File: config.mk
export PLATFORM = sky130hd
export DESIGN_NAME = oc8051_cxrom_fetch
export DESIGN_NICKNAME = d
export VERILOG_FILES = /design/src/rtl/oc8051_fetch_pkg.sv /design/src/rtl/oc8051_byte_queue.sv /design/src/rtl/oc8051_cxrom_fetch.sv
export SDC_FILE = /design/constraint.sdc
export NUM_CORES = 1
export LEC_CHECK = 0
export ABC_AREA = 1
export ABC_CLOCK_PERIOD_IN_PS = 9100
export BUFFER_PORTS_ARGS = -buffer_cell sky130_fd_sc_hd__buf_2
export CAP_MARGIN = 20
export CORE_MARGIN = 2
export CORE_UTILIZATION = 60
export DETAILED_ROUTE_END_ITERATION = 7
export GPL_TIMING_DRIVEN = 0
export HOLD_SLACK_MARGIN = 0.1
export PLACE_DENSITY = 0.85
export SLEW_MARGIN = 20
export SYNTH_ARGS = -nofsm -noshare
export SYNTH_HDL_FRONTEND = slang
export SYNTH_SLANG_ARGS = --single-unit
File: constraint.sdc
create_clock -name clk -period 9.1 [get_ports clk]
set_input_delay 1.82 -clock clk [delete_from_list [all_inputs] [get_ports clk]]
set_output_delay 1.82 -clock clk [all_outputs]
set_load 0.01 [all_outputs]
File: src/rtl/oc8051_fetch_pkg.sv
// Shared types and constants for the oc8051 code-ROM fetch unit.
package oc8051_fetch_pkg;

  localparam int ROM_DEPTH_DEF = 10000;
  localparam int QDEPTH_DEF    = 8;
  localparam int FETCH_BYTES   = 4;

  // Byte address into code space.
  typedef logic [15:0] code_addr_t;

  // Extract byte lane 'lane' of a little-endian 32-bit ROM word.
  function automatic logic [7:0] byte_lane(input logic [31:0] word, input logic [1:0] lane);
    return word[{lane, 3'b000} +: 8];
  endfunction

endpackage

File: src/rtl/oc8051_byte_queue.sv
// Circular byte buffer: accepts 4 bytes per push, releases 0-3 bytes per pop,
// and exposes the 3 oldest bytes (zero beyond the fill level) plus the count.
module oc8051_byte_queue
  import oc8051_fetch_pkg::*;
#(
  parameter  int QDEPTH = QDEPTH_DEF,
  localparam int PW     = $clog2(QDEPTH),
  localparam int CW     = PW + 1
) (
  input  logic          clk,
  input  logic          rst,
  input  logic          flush_i,
  input  logic          push_i,
  input  logic [31:0]   push_data_i,
  input  logic [1:0]    pop_i,
  output logic [23:0]   head_o,
  output logic [CW-1:0] cnt_o
);

  logic [7:0]    mem_q [QDEPTH];
  logic [PW-1:0] rd_ptr_q;
  logic [PW-1:0] wr_ptr_q;
  logic [CW-1:0] cnt_q;

  // Pointer and fill-level update; pop is applied before push, flush wins.
  // NOTE: sequential state uses <= so every register samples pre-edge values.
  always_ff @(posedge clk or negedge rst) begin
    if (!rst) begin
      rd_ptr_q <= '0;
      wr_ptr_q <= '0;
      cnt_q    <= '0;
    end else if (flush_i) begin
      rd_ptr_q <= '0;
      wr_ptr_q <= '0;
      cnt_q    <= '0;
    end else begin
      rd_ptr_q <= rd_ptr_q + PW'(pop_i);
      if (push_i) wr_ptr_q <= wr_ptr_q + PW'(FETCH_BYTES);
      cnt_q <= cnt_q - CW'(pop_i) + (push_i ? CW'(FETCH_BYTES) : CW'(0));
    end
  end

  // Byte storage written four lanes at a time behind the surviving bytes.
  // NOTE: the array has no reset; entries past the fill level are never shown.
  always_ff @(posedge clk) begin
    if (push_i && !flush_i) begin
      for (int k = 0; k < FETCH_BYTES; k++) begin
        mem_q[wr_ptr_q + PW'(k)] <= byte_lane(push_data_i, 2'(k));
      end
    end
  end

  // Head window: oldest 3 bytes, zeroed where the queue holds fewer.
  // NOTE: head_o gets a default first so no path can infer a latch.
  always_comb begin
    head_o = '0;
    for (int k = 0; k < 3; k++) begin
      if (cnt_q > CW'(k)) head_o[8*k +: 8] = mem_q[rd_ptr_q + PW'(k)];
    end
  end

  assign cnt_o = cnt_q;

endmodule

File: src/rtl/oc8051_cxrom_fetch.sv
// oc8051 fetch unit for a combinational code ROM. Fetches aligned-free 4-byte
// words into a byte queue and presents the next 3 instruction bytes.
// Optional macro OC8051_CXFETCH_BOUND_EN enables the ROM range check that
// drives the sticky fetch_err flag; without it fetch_err is always 0.
module oc8051_cxrom_fetch
  import oc8051_fetch_pkg::*;
#(
  parameter int QDEPTH    = QDEPTH_DEF,
  parameter int ROM_DEPTH = ROM_DEPTH_DEF
) (
  input  logic        clk,
  input  logic        rst,
  input  logic        redirect,
  input  code_addr_t  redirect_pc,
  input  logic [1:0]  pop_cnt,
  output logic [23:0] ib_data,
  output logic [3:0]  ib_cnt,
  output code_addr_t  ib_pc,
  output code_addr_t  cxrom_addr,
  input  logic [31:0] cxrom_data_in,
  output logic        pop_err,
  output logic        fetch_err
);

  localparam int CW = $clog2(QDEPTH) + 1;

  // ib_cnt is 4 bits wide, so the queue cannot exceed 8 bytes here.
  if (QDEPTH != 8) begin : g_bad_qdepth
    $error("oc8051_cxrom_fetch: QDEPTH must be 8 to fit the 4-bit ib_cnt port");
  end
  if (ROM_DEPTH < FETCH_BYTES || ROM_DEPTH > 65536) begin : g_bad_rom_depth
    $error("oc8051_cxrom_fetch: ROM_DEPTH must lie in 4..65536");
  end

  code_addr_t    fetch_pc_q;
  code_addr_t    ib_pc_q;
  logic          pop_err_q;
  logic          fetch_err_q;
  logic [CW-1:0] q_cnt;
  logic          pop_ok;
  logic [1:0]    pop_eff;
  logic [CW-1:0] remain;
  logic          fault;
  logic          push;

  // Pop legality, range fault and the push decision for this cycle.
  always_comb begin
    pop_ok  = CW'(pop_cnt) <= q_cnt;
    pop_eff = pop_ok ? pop_cnt : 2'd0;
    remain  = q_cnt - CW'(pop_eff);
`ifdef OC8051_CXFETCH_BOUND_EN
    // A word whose last byte lies past the ROM or wraps 64K holds X bytes.
    fault = (int'(fetch_pc_q) > ROM_DEPTH - FETCH_BYTES) || (fetch_pc_q > 16'hFFFC);
`else
    fault = 1'b0;
`endif
    push = !redirect && !fault && (int'(remain) <= QDEPTH - FETCH_BYTES);
  end

  // Fetch/instruction pointers and status flags; redirect overrides pop and push.
  always_ff @(posedge clk or negedge rst) begin
    if (!rst) begin
      fetch_pc_q  <= '0;
      ib_pc_q     <= '0;
      pop_err_q   <= 1'b0;
      fetch_err_q <= 1'b0;
    end else begin
      pop_err_q <= !pop_ok;
      if (redirect) begin
        fetch_pc_q  <= redirect_pc;
        ib_pc_q     <= redirect_pc;
        fetch_err_q <= 1'b0;
      end else begin
        ib_pc_q <= ib_pc_q + code_addr_t'(pop_eff);
        if (push)  fetch_pc_q  <= fetch_pc_q + code_addr_t'(FETCH_BYTES);
        if (fault) fetch_err_q <= 1'b1;
      end
    end
  end

  oc8051_byte_queue #(.QDEPTH(QDEPTH)) u_queue (
    .clk         (clk),
    .rst         (rst),
    .flush_i     (redirect),
    .push_i      (push),
    .push_data_i (cxrom_data_in),
    .pop_i       (pop_eff),
    .head_o      (ib_data),
    .cnt_o       (q_cnt)
  );

  assign ib_cnt     = 4'(q_cnt);
  assign ib_pc      = ib_pc_q;
  assign cxrom_addr = fetch_pc_q;
  assign pop_err    = pop_err_q;
  assign fetch_err  = fetch_err_q;

endmodule

# Word level (Yosys, flattened, before mapping)
# Memories as Yosys holds them, arrays and structs flattened.
# Cells that the tools add are included.
dict set report op_classes {
  addsub 11
  order_cmp 5
  muxes 14
  n_reduce_logical 5
}
# op n
set op_table {}
lappend op_table {{2-to-1 mux 16 bit} 3}
lappend op_table {{2-to-1 mux 8 bit} 3}
lappend op_table {{adder 16 x 2 -> 16 bit} 1}
lappend op_table {{adder 16 x 3 -> 16 bit, second input constant} 1}
lappend op_table {{2-to-1 mux 3 bit} 4}
lappend op_table {{adder 3 x 2 -> 3 bit, second input constant} 3}
lappend op_table {{greater-than comparator 4 x 1 -> 1 bit, second input constant} 2}
lappend op_table {{adder 3 x 1 -> 3 bit, second input constant} 2}
lappend op_table {{adder 4 bit} 1}
lappend op_table {{greater-than comparator 4 x 2 -> 1 bit, second input constant} 1}
lappend op_table {{less-or-equal comparator 2 x 4 -> 1 bit} 1}
lappend op_table {{less-or-equal comparator 4 x 3 -> 1 bit, second input constant} 1}
lappend op_table {{2-to-1 mux 4 bit} 1}
lappend op_table {{subtractor 4 x 2 -> 4 bit} 1}
lappend op_table {{adder 3 x 2 -> 3 bit} 1}
lappend op_table {{adder 3 bit, second input constant} 1}
lappend op_table {{logical AND 1 bit} 2}
lappend op_table {{logical NOT 1 bit} 2}
lappend op_table {{2-to-1 mux 1 bit} 2}
lappend op_table {{2-to-1 mux 2 bit} 1}
lappend op_table {{nonzero test 2 bit} 1}
dict set report totals {
  register_bits 43
  ramBits 64
  in_bits 53
  out_inout_bits 62
  elab_cells 42
  n_memories 1
}
# name depth width rd rd_clocked_by_memory_dff write_ports line_no
set memory_table {}
lappend memory_table {u_queue.mem_q 8 8 3 0 4 oc8051_byte_queue.sv:20} ;# logic [7:0] mem_q [QDEPTH];

# Longest topological paths before layout
dict set report logic_depth {
  depth_word 8
  ltp_mapped 18
  depth_no_buf 18
}

# Hierarchy
# Synthesis repeated with hierarchy kept, for this count alone.
dict set report unflattened {
  cells_unflattened 960
  area_unflattened_um2 6754.0
}
# mod n_inst cells_each area_per_inst_um2 seq_area_each_um2
set by_module_without_submodules {}
lappend by_module_without_submodules {oc8051_byte_queue 1 656 4614.4 2122.0}
lappend by_module_without_submodules {oc8051_cxrom_fetch 1 304 2139.6 825.8}

# Worst setup path before layout
# Ideal clock, no wire load.
dict set report synth_timing {
  path_type {input to register}
  from {input pop_cnt[1]}
  to {memory u_queue.mem_q[4][0] (enable)}
  setup_ns 0.370
  arrival_time_ns 3.975
  path_slack_ns 4.754
  stages 12
  path_cell_list {ha_1 > inv_1 > o21bai_1 > nand2_1 > a21oi_1 > nor2_1 > ha_1 > fa_1 > nand2_1 > nand3_2 > nand3_4 > nor2_1}
}
# element line_no
set synth_rtl {}
lappend synth_rtl {{from (decl)} oc8051_cxrom_fetch.sv:15} ;# input logic [1:0] pop_cnt,
lappend synth_rtl {{to (decl)} oc8051_byte_queue.sv:20}

==> results by group <==
Status
  • Status: complete, no violations

Placed design
  • Pre-CTS WS: 4.17 ns
  • Gpl congestion: ~0.98
  • Area post-placement: around 0.0073 mm²
  • # port buffers: between 100 and 150
  • HPWL after detailed placement: 14600 µm

Power and ir drop
  • Leak: 3.66 nW
  • Logic pwr share: 0.554
  • Internal: 1.25 mW
  • Net Switching: between 1 and 1.5 mW
  • Peak supply drop: 0.209 mV
  • Clock power share: 0.123
  • Switch share: 0.487
  • Total Power: 2.43 mW
  • PwrDens: about 320 mW/mm²
  • Seq pwr share: 0.323

Timing
  • Setup tns final: 0 ns
  • RSZ-0062 raised after global routing: no
  • Post-layout min period: around 4.5 ns
  • Final worst path period share: 0.492
  • Slew headroom: 0.378
  • Fmax: around 0.22 GHz
  • Worst setup margin: between 4 and 5 ns
  • Final setup vio count: 0
  • Max Slew Vio Count: 0
  • Worst-case clock skew: approximately 0.013 ns
  • Worst Tran Pin Value: 0.934 ns
  • Final hold violation count: 0

Synthesis
  • Most frequent cell after synthesis: nand2_1
  • Area leader, netlist: edfxtp_1
  • Synthesis-stage register bit count: between 100 and 150
  • Post-synth EDFFs: between 60 and 70
  • Post-synthesis async set-or-reset flop share: 0.390
  • Mapped Cells: about 900
  • Syn_nets: 969
  • Top post-synthesis cells by area: edfxtp_1, nand2_1, dfrtp_1, o21ai_0, nor2_1
  • Syn_area_per_cell: about 7.3 µm²
  • Post-synth top cells: nand2_1, o21ai_0, nor2_1
  • Synth top area share: 0.291
  • Top_reg_cell synth: edfxtp_1
  • Post-synthesis sequential area ratio: 0.447
  • Ys Warns: 0
  • Synth cell types: 36
  • Mapped cell area: 0.00659 mm²

Setup path
  • R2R depth: 13
  • Startpoint Class: input pin
  • Crit. End Element: flop
  • WP data required: between 9 and 10 ns
  • Critical path peak fanout: 8
  • Data arrival, critical path: roughly 4.5 ns
  • Crit path kind: input pin to flop

Detailed routing
  • Routed length per instance: 16.2 µm
  • Antenna-violating nets left: 0
  • DR DRC count: 0
  • Vias/cell: between 5 and 6
  • Via count: between 6000 and 7000
  • Initial DRC Count: about 810
  • Final WL: 19000 µm
  • Drt pass-1 iters: 5

Die
  • Std-Cell Rows: 38
  • Starting density of the core: 0.611
  • Core area: ~0.011 mm²
  • Die area: 0.0118 mm²
  • Die Width: 109 µm
  • I/O pins: ~120
  • DIE HEIGHT: approximately 110 µm

Global route
  • Met1 Resource Use GR: 0.504
  • Number of global-route vias before repair: a little under 6000
  • GRT Overall Usage: 0.335
  • First-pass GRT wire length: around 30000 µm
  • Global routing met3 resource utilization: 0.0879
  • Total gr overflow: 0
  • Pin count of the biggest net entering global routing: 42
  • Busiest layer in global routing: met1
  • Met2 Resource Use GR: 0.492
  • Initial antenna violation count: 0

Final layout
  • Design Area, Final: roughly 0.0075 mm²
  • Fin util: 0.698
  • Fillers: slightly below 900
  • Layout area overhead: 14.3%
  • Share of layout cells above drive strength 1: 0.172
  • N_diodes: 0
  • Nets: 1093

CTS
  • Cts bufs inserted: 9
  • Clock buffer depth: 2
  • Clock-pin slew on the worst setup and hold paths: about 0.10 ns
  • Post-CTS resize count: 0
  • Setup Buffers After CTS: 0
  • CTS tree: yes
  • # hold bufs at CTS: 0
  • CTS sink count: 105
  • CTS root buffer: clkbuf_8
  • Worst skew pair latency: between 0.3 and 0.4 ns
  • CTS H-tree lvls: 3

Worst hold path
  • Worst hold path class: flop to flop
  • Cell count of the worst hold path: 2

Flow run
  • Max-Cap Viols: 0
## stage by stage
stage / instances / hold WS, ns
2_1_floorplan: 903 / 0.509
3_3_place_gp: 1156 / 0.451
6_report: 1172 / 0.484
5_1_grt: 1172 / 0.523
3_5_place_dp: 1156 / 0.460
4_1_cts: 1172 / 0.490
## flip-flops by register name, summed over array words and instances, names as in the netlist
signal            cells
u_queue.wr_ptr_q      1
pop_err               1
cxrom_addr           16
u_queue.mem_q        64
u_queue.cnt_o         4
u_queue.rd_ptr_q      3
ib_pc                16
## routing by layer
layer	up-vias	part of all wire	wire (µm)
met5	-	0	0
met4	0	0.012	234
met3	27	0.14	2570
met2	420	0.44	8310
met1	2991	0.42	7890
li1	3174	-	-
## placed cells by master (no fill, tap or decap), types with 2 or more instances in the layout
cell and n:
nand2_1 315, buf_2 130, o21ai_0 94, nor2_1 90, inv_1 79, edfxtp_1 64
nand3_1 63, dfrtp_1 41, clkbuf_1 23, a21oi_1 22, nand4_1 12, o21ai_1 12
ha_1 10, clkbuf_8 9, or2_2 8, o211ai_1 7, buf_4 6, o21bai_1 4
inv_2 4, nor2_2 3, buf_1 3, nor3_1 3, xor2_1 3, fa_1 3
nand3_4 2, nand2_2 2, buf_6 2, o22ai_1 2, clkinv_4 2, inv_6 2
## area by class of cell
type	instances	area (µm²)	share of cell area
Sequential cell	105	2950	0.391
Multi-Input combinational cell	664	3080	0.409
Clock buffer	9	124	0.0164
Inverter	83	312	0.0413
Timing Repair Buffer	113	566	0.0750
Clock inverter	7	77.6	0.0103
Buffer	51	250	0.0332
Tap cell	140	175	0.0232
## final timing paths
kind / from / slack (ns) / end
worst max-delay path: pop_cnt[1] / 4.63 / u_queue.mem_q[6][0]$_DFFE_PP_
worst min-delay path: cxrom_addr[0]$_DFFE_PN0P_ / 0.48 / cxrom_addr[0]$_DFFE_PN0P_
worst max register to register: u_queue.cnt_o[1]$_DFF_PN0_ / 5.60 / u_queue.mem_q[6][0]$_DFFE_PP_
worst min register to register: cxrom_addr[0]$_DFFE_PN0P_ / 0.48 / cxrom_addr[0]$_DFFE_PN0P_
max in group asynchronous: rst / 6.95 / pop_err$_DFF_PN0_
min in group asynchronous: rst / 1.56 / cxrom_addr[8]$_DFFE_PN0P_
## power by group through the flow
stage / clock (mW) / combinational [mW] / sequential, mW
after floorplan: 0 / 0.879 / 0.776
after global placement: 0 / 1.29 / 0.783
after detailed placement: 0 / 1.32 / 0.787
after CTS: 0.300 / 1.32 / 0.778
after global routing: 0.318 / 1.51 / 0.797
final: 0.299 / 1.35 / 0.784
## kinds of logic (layout without fill, tap and decap cells)
family / after synthesis / after routing / share of synthesized area
adders and majority gates: 13 / 13 / 0.0281
AOI/OAI and AO/OA: 142 / 142 / 0.113
muxes: 1 / 1 / 0.00152
xor gates and xnor gates: 5 / 5 / 0.00778
buffers and inverters: 134 / 263 / 0.0852
other: 1 / 1 / 0.000569
and+or+nand+nor: 502 / 502 / 0.317
DFF: 105 / 105 / 0.447
## critical path: stages
cell,delay (ns)
buf_2,0.11
ha_1,0.29
inv_1,0.04
o21bai_1,0.12
nand2_1,0.07
a21oi_1,0.20
nor2_1,0.12
ha_1,0.23
fa_1,0.51
nand2_1,0.07
nand3_2,0.18
nand3_4,0.14
nor2_1,0.61
No activity file was read; power rests on OpenSTA's default activity.
